### config.mk
export PLATFORM = sky130hd
export DESIGN_NAME = pwm_out
export DESIGN_NICKNAME = d
export VERILOG_FILES = /design/src/rtl/pwm_out.sv
export SDC_FILE = /design/constraint.sdc
export NUM_CORES = 1
export LEC_CHECK = 0
export CORE_MARGIN = 2
export CORE_UTILIZATION = 55
export CTS_BUF_LIST = sky130_fd_sc_hd__clkbuf_4
export DETAILED_ROUTE_END_ITERATION = 16
export PLACE_DENSITY_LB_ADDON = 0.15
export SETUP_SLACK_MARGIN = 0.5
export SLEW_MARGIN = 20
export SYNTH_ARGS = -nofsm -noshare
export SYNTH_HDL_FRONTEND = slang
export SYNTH_SLANG_ARGS = --single-unit
### constraint.sdc
create_clock -name clk -period 2.3 [get_ports clk]
set_input_delay 0.345 -clock clk [delete_from_list [all_inputs] [get_ports clk]]
set_output_delay 0.345 -clock clk [all_outputs]
set_load 0.05 [all_outputs]
### src/rtl/pwm_out.sv
// pwm_out: multi-channel PWM output stage with per-channel shadow duty
// registers and a run/drain state machine.
//
// Duty values are reloaded only at the period boundary. A stop request lets
// the current period finish before the pins go inactive.
//
// Optional feature macro: PWM_STAGGER_EN
//   When defined, channel k compares a phase-shifted counter
//   (cnt + k*(PWM_INTERVAL/NUM_CH)) mod PWM_INTERVAL, which spreads the LED
//   current peaks across the period. When undefined, all channels compare
//   against cnt directly.
//
// Handshake: en is a plain level request with no ready. It is sampled every
// cycle. A start is taken from IDLE. A stop takes effect at the next period
// wrap. busy reports that the stage is not IDLE.
module pwm_out #(
  parameter int PWM_INTERVAL = 1200,
  parameter int NUM_CH       = 3,
  parameter int ACTIVE_LOW   = 1
) (
  input  logic                 clk,
  input  logic                 rst,
  input  logic                 en,
  input  logic [NUM_CH*11-1:0] duty_in,
  output logic [NUM_CH-1:0]    pwm,
  output logic                 period_start,
  output logic                 busy
);

  typedef enum logic [1:0] {
    IDLE  = 2'd0,
    RUN   = 2'd1,
    DRAIN = 2'd2
  } state_t;

  localparam logic [10:0]       LAST     = 11'(PWM_INTERVAL - 1);
  localparam logic [10:0]       MAX_DUTY = 11'(PWM_INTERVAL);
  localparam logic [NUM_CH-1:0] INACTIVE = {NUM_CH{ACTIVE_LOW != 0}};

  state_t      state;
  state_t      state_n;
  logic [10:0] cnt;
  logic [10:0] cnt_n;
  logic        reload;
  logic        wrap;
  logic [10:0] duty_q [NUM_CH];
  logic [10:0] phase  [NUM_CH];
  logic [NUM_CH-1:0] raw;

  // Out-of-range duty targets saturate to a fully-on period.
  function automatic logic [10:0] clamp(input logic [10:0] d);
    return (d > MAX_DUTY) ? MAX_DUTY : d;
  endfunction

  assign wrap = (cnt == LAST);

  // Next-state, next-count and shadow-reload decision.
  always_comb begin
    state_n = state;
    cnt_n   = cnt;
    reload  = 1'b0;
    case (state)
      IDLE: begin
        cnt_n = '0;
        if (en) begin
          state_n = RUN;
          reload  = 1'b1;
        end
      end
      RUN: begin
        cnt_n = wrap ? 11'd0 : cnt + 11'd1;
        if (wrap) begin
          if (en) reload  = 1'b1;
          else    state_n = IDLE;
        end else if (!en) begin
          state_n = DRAIN;
        end
      end
      DRAIN: begin
        cnt_n = wrap ? 11'd0 : cnt + 11'd1;
        if (wrap) begin
          if (en) begin
            state_n = RUN;
            reload  = 1'b1;
          end else begin
            state_n = IDLE;
          end
        end
      end
      default: begin
        state_n = IDLE;
        cnt_n   = '0;
      end
    endcase
  end

  // FSM state, period counter, busy flag and shadow duty registers.
  always_ff @(posedge clk or posedge rst) begin
    if (rst) begin
      state <= IDLE;
      cnt   <= '0;
      busy  <= 1'b0;
      for (int k = 0; k < NUM_CH; k++) duty_q[k] <= '0;
    end else begin
      state <= state_n;
      cnt   <= cnt_n;
      busy  <= (state_n != IDLE);
      if (reload) begin
        for (int k = 0; k < NUM_CH; k++) duty_q[k] <= clamp(duty_in[11*k +: 11]);
      end
    end
  end

`ifdef PWM_STAGGER_EN
  localparam int          STEP   = PWM_INTERVAL / NUM_CH;
  localparam logic [11:0] MAX_12 = {1'b0, MAX_DUTY};
  logic [11:0] sum [NUM_CH];

  // Phase-shifted counter per channel; one conditional subtract wraps it.
  always_comb begin
    for (int k = 0; k < NUM_CH; k++) begin
      sum[k]   = {1'b0, cnt} + 12'(k * STEP);
      phase[k] = (sum[k] >= MAX_12) ? 11'(sum[k] - MAX_12) : sum[k][10:0];
    end
  end
`else
  // All channels share the global counter and rise together.
  always_comb begin
    for (int k = 0; k < NUM_CH; k++) phase[k] = cnt;
  end
`endif

  // Raw duty compare per channel (unsigned, 11 bits).
  always_comb begin
    for (int k = 0; k < NUM_CH; k++) raw[k] = (phase[k] < duty_q[k]);
  end

  // Registered pins and period marker; inactive whenever the stage is idle.
  always_ff @(posedge clk or posedge rst) begin
    if (rst) begin
      pwm          <= INACTIVE;
      period_start <= 1'b0;
    end else if (state != IDLE) begin
      pwm          <= raw ^ INACTIVE;
      period_start <= (cnt == 11'd0);
    end else begin
      pwm          <= INACTIVE;
      period_start <= 1'b0;
    end
  end

endmodule

==> results of run 1 <==
-- layout by cell type (no fill, tap or decap), types with 4 or more instances in the layout --
cell	instances
a21oi_2	4
nand2b_1	8
nand2_1	44
clkbuf_4	6
ha_1	34
nor4_1	4
o21ai_1	15
nor2_1	18
nand4_1	6
buf_12	4
nor2b_1	10
a21oi_1	15
xor2_1	7
nand2_2	5
nand3_1	8
dfrtp_1	46
inv_1	37
clkdlybuf4s50_1	35
o21ai_2	8
o21ai_0	10
nor3b_4	4
nor3_1	4
buf_4	15
buf_6	4
-- path summary, 6_finish.rpt --
kind	startpoint	to	cells after the start
setup / recovery	cnt[6]	duty_q[5]	7
max in group asynchronous	rst	pwm[2]	3
hold reg to reg	duty_q[22]	duty_q[22]	2
min in group clk	duty_q[22]	duty_q[22]	2
hold / removal	rst	duty_q[29]	2
setup reg to reg	cnt[6]	duty_q[5]	7
-- area by class of cell --
cell class / instances / area share (%)
Sequential cell: 51 / 32.0
Inverter: 39 / 3.65
Clock inverter: 2 / 0.218
Multi-Input combinational cell: 237 / 42.5
Timing Repair Buffer: 67 / 18.4
Tap cell: 70 / 2.18
Clock buffer: 6 / 1.12
-- critical path, stage by stage (launching register included) --
cell,delay (ps)
dfrtp_2,420
or4_4,560
nor4_4,200
o21ai_4,100
buf_12,160
buf_12,140
nor3b_4,190
a21oi_2,40
-- kinds of logic (layout without fill, tap and decap cells) --
logic type	after synthesis	in the layout	synth area share, %
AOI/OAI and AO/OA	69	69	13.1
DFF	51	51	42.3
adders and majority gates	36	36	14.9
and+or+nand+nor	119	119	19.7
buffers and inverters	47	114	5.92
xor gates and xnor gates	9	9	2.61
muxes	4	4	1.45
-- stage by stage --
step	power [uW]	area, sq um	setup slack (ps)	std cells
2_1_floorplan	2570	3060	465	335
3_3_place_gp	2970	3630	314	449
3_5_place_dp	3080	3630	238	449
4_1_cts	3710	3870	389	469
5_1_grt	4260	4010	299	472
6_report	3930	4010	380	472
-- power by group --
| group | switching (uW) | internal (uW) | total, uW |
|---|---|---|---|
| Clock | 277 | 127 | 404 |
| Sequential | 154 | 1240 | 1390 |
| Combinational | 1160 | 977 | 2140 |
-- routing by layer --
layer / vias up / track usage [%] / part of all wire [%]
met3: 11 / 3.79 / 3.0
li1: 1275 / - / -
met1: 1248 / 31.0 / 44
met5: - / 0 / 0
met2: 51 / 45.0 / 52
met4: 0 / 7.19 / 1.5
-- timing repair --
item,4_1_cts,5_1_grt
gates cloned,3,0
setup buffers,9,3
endpoints found under the setup margin,37,46
resized for setup,21,34
pin swaps,3,8
hold buffers,0,0
-- flip-flops by register name, indices dropped and copies added (netlist names) --
| register | cells |
|---|---|
| duty_q | 33 |
| period_start | 1 |
| pwm | 3 |
| cnt | 11 |
| state | 2 |
| busy | 1 |
==> qor.yml, run 1 <==
hold_viol_final: 0
synth_top_area_cell: "dfrtp_1"
yosys.cell_types.count: 38
fp.dieH_microns: 78.2
report.final.slew_viol_count: 0
drc_errors: 0
cts-htree-levels: 2
path_class: "reg2reg"
overflow: 0
leakagePower_uw: 0.00190
yosys.cell_count.top_type: "nand2_1"
die_x_microns: 78.2
via_per_inst: 5.48
critPathRequiredTime_ps: 2580
synthesis.area_sq_um: 3020
diodes: 0
dr.pass1.iters: 4
yosys.area.top_type_share_pct: 39.7
drt_iter0_markers: 146
startpoint_type: "flop"
antenna_found_initial: 0
synthCells: 335
synth_fp_nets: 407
avgSynthCellArea_sq_um: 9.03
synthTopCellsByArea: "dfrtp_1 (40%), ha_1 (15%), nand2_1 (6.1%)"
cts_buffers: 5
ff2ff_setup_slack_ps: 380
path_max_fanout: 9
die_area_sq_um: 6110
ys_seq_elements: 51
wl_per_cell_microns: 15.1
hold_path_class: "in2async"
finalCritPeriodShare_pct: 83.5
worstSetupEndpointType: "flop"
period_needed_ps: 1920
slew_headroom_pct: 43.8
fmax_ghz: 0.521
drv_cap: 0
cts_root_buffer: "clkbuf_4"
synthFlopType: "dfrtp_1"
fillerInstances: 360
multi_input_area_sq_um: 1700
yosysWarnings: 0
seq_area_sq_um: 1280
global_route.usage.total_pct: 24.9
cts_tree: "built"
grt_max_degree: 31
dr_total_vias: 2585
cp.arrival_ps: 2200
synthToLayoutAreaGrowth_pct: 32.7
synth_edf_count: 0
seq_area_frac_synth_pct: 42.3
final.setup.tns_ps: 0
final_util_pct: 77.1
dpl.hpwl_mm: 4.92
io_pins: 41
initial_utilization_pct: 58.1
clock_skew_ps: 19.9
ant_nets: 0
synth_common_cells: "nand2_1 (49), dfrtp_1 (48), inv_1 (39), ha_1 (36), o21ai_1 (20)"
ir_drop_mv: 0.520
insertion_delay_ps: 390
grt_pass1_wl_mm: 11.9
clk_transition_reported_paths_ps: 150
powerDensity_nw_per_um2: 980
grt_pass1_vias: 2553
drive_gt1_share_pct: 18.2
cts.sinks: 51
timing.hold.ws_ps: 277
async_flop_share_pct: 100
io_buffers: 40
core-area_sq_um: 5200
rsz0062_at_grt: "yes"
gp_congestion: 0.777
clk_path_buf_depth: 2
setup_viol: 0
nNetsFinal: 473
num_rows: 26
status: "finished clean"
tightest_slew_ps: 829
wirelength_mm: 7.13
No activity file was read; power rests on OpenSTA's default activity.
==> run 2: changes to the inputs <==
- CORE_UTILIZATION: 55 -> 51
- clock period: 2.3 -> 1.58 ns (I/O delays scaled with it)
==> qor.yml, run 2 (synthesis results as in run 1) <==
startpoint_type: "flop"
drive_gt1_share_pct: 29.5
gp_congestion: 0.856
core-area_sq_um: 5820
overflow: 0
cts_root_buffer: "clkbuf_4"
cts_hold_buf: 0
insertion_delay_ps: 380
drt_iter0_markers: 138
fmax_ghz: 0.531
wl_per_cell_microns: 14.5
wirelength_mm: 7.38
leakagePower_uw: 0.00205
path_max_fanout: 3
grt_max_degree: 52
clk_path_buf_depth: 2
io_buffers: 40
setup_viol: 48
setup_ws_ps: -302
report.final.slew_viol_count: 0
worstSetupEndpointType: "flop"
largest_register_ffs: 33
rsz0062_at_grt: "yes"
dr_total_vias: 2650
clock_skew_ps: 18.1
finalCritPeriodShare_pct: 119
met2_length_mm: 3.76
cts.sinks: 51
startpoint: "cnt[0]"
cts_buffers: 5
drv_cap: 0
cp.arrival_ps: 2160
drc_errors: 0
cts-htree-levels: 2
status: "finished with violations"
powerDensity_nw_per_um2: 1460
ff2ff_setup_slack_ps: -300
ir_drop_mv: 1.07
final_cell_mix: "dfrtp_1 (44), nand2_1 (41), buf_4 (39), inv_1 (37), clkdlybuf4s50_1 (35)"
num_rows: 28
top_regs: "duty_q (33), cnt (11), pwm (3)"
critPathRequiredTime_ps: 1850
cts_tree: "built"
wl_met3_microns: 219
diodes: 0
top_register: "duty_q"
grt_pass1_vias: 2612
violations: "setup timing"
fillerInstances: 422
dpl.hpwl_mm: 5.01
via_per_inst: 5.21
total_power_uw: 6450
clk_transition_reported_paths_ps: 160
max_stage_delay_ps: 390
r2r-start: "cnt[0]"
slew_headroom_pct: 63.8
synthToLayoutAreaGrowth_pct: 46.5
mostFrequentLayoutCell: "dfrtp_1"
period_needed_ps: 1880
ant_nets: 0
tightest_slew_ps: 534
final.setup.tns_ps: -9580
dr.pass1.iters: 4
die_x_microns: 81.0
crit_chain: "ha_2 -> nand4_1 -> buf_4 -> nor3_4 -> nor3_1 -> a311o_1 -> or2_1"
crit_slowest_cell: "dfrtp_1"
hold_viol_final: 0
grt_pass1_wl_mm: 12.0
hold_path_class: "in2async"
dr.max_layer_used: "met4"
initial_utilization_pct: 52.0
nNetsFinal: 505
global_route.usage.total_pct: 23.8
antenna_found_initial: 0
path_class: "reg2reg"
wl_met1_mm: 3.33
fp.dieH_microns: 81.0
io_pins: 41
die_area_sq_um: 6560
run 2: cell types whose count changed in the layout (fill, tap and decap cells not counted), sizes merged:
cell	previous run	this run
clkbuf	6	5
clkdlybuf4s15	3	0
dlygate4sd2	2	0
bufinv	0	1
inv	39	38
buf	26	64
clkinvlp	0	1
bufbuf	1	0
run 2: power by group:
group	switching (uW)	leakage [uW]	internal [uW]	total (uW)
logic	1810	0.00137	1840	3650
clock network	427	0.0000426	326	754
registers	251	0.000630	1800	2050
total	2490	0.00205	3970	6450
run 2: worst paths after layout:
kind,end,depth (start not counted)
max,busy,7
max in group asynchronous,pwm[0],3
min reg2reg,duty_q[22],2
max reg2reg,busy,7
min,duty_q[18],3
min in group clk,duty_q[17],3
run 2: stage by stage:
| stage | cell area (sq um) | util [%] | instances | worst slack (ps) | hold slack [ps] |
|---|---|---|---|---|---|
| floorplan | 3160 | - | 335 | -255 | 284 |
| global placement | 4050 | 69.6 | 494 | -245 | 468 |
| detailed placement | 4050 | 69.6 | 494 | -272 | 475 |
| CTS | 4320 | 74.2 | 506 | -290 | 265 |
| global route | 4430 | 76.2 | 509 | -365 | 258 |
| finish | 4430 | 76.2 | 509 | -302 | 251 |
run 2: worst max-delay path: cells and delay by family (launching register included):
| kind | cells | cell delay, ps |
|---|---|---|
| AO/OA/AOI/OAI | 1 | 280 |
| adder cells (fa/ha/maj) | 1 | 210 |
| buffers and inverters | 1 | 200 |
| flip-flops | 1 | 390 |
| AND/OR/NAND/NOR | 4 | 700 |
run 2: layout make-up:
| cell class | count | area (sq um) | share of cell area [%] |
|---|---|---|---|
| multi-input cells | 237 | 1820 | 41.0 |
| clock buffers | 5 | 37.5 | 0.847 |
| flip-flops and latches | 51 | 1280 | 29.0 |
| well taps | 75 | 93.8 | 2.12 |
| clock inverters | 3 | 38.8 | 0.876 |
| inverters | 39 | 150 | 3.39 |
| repair buffers | 99 | 1010 | 22.7 |
run 2: repair_timing:
item / CTS / global route
setup buffers: 3 / 3
endpoints found under the setup margin: 56 / 56
cloned: 1 / 0
gates resized for setup: 29 / 24
pin swaps: 8 / 8
run 2: metal layers:
layer / vias up / GRT usage (%)
li1: 1336 / -
met2: 52 / 40.9
met1: 1251 / 31.1
met4: 0 / 6.61
met3: 11 / 4.00
met5: - / 0
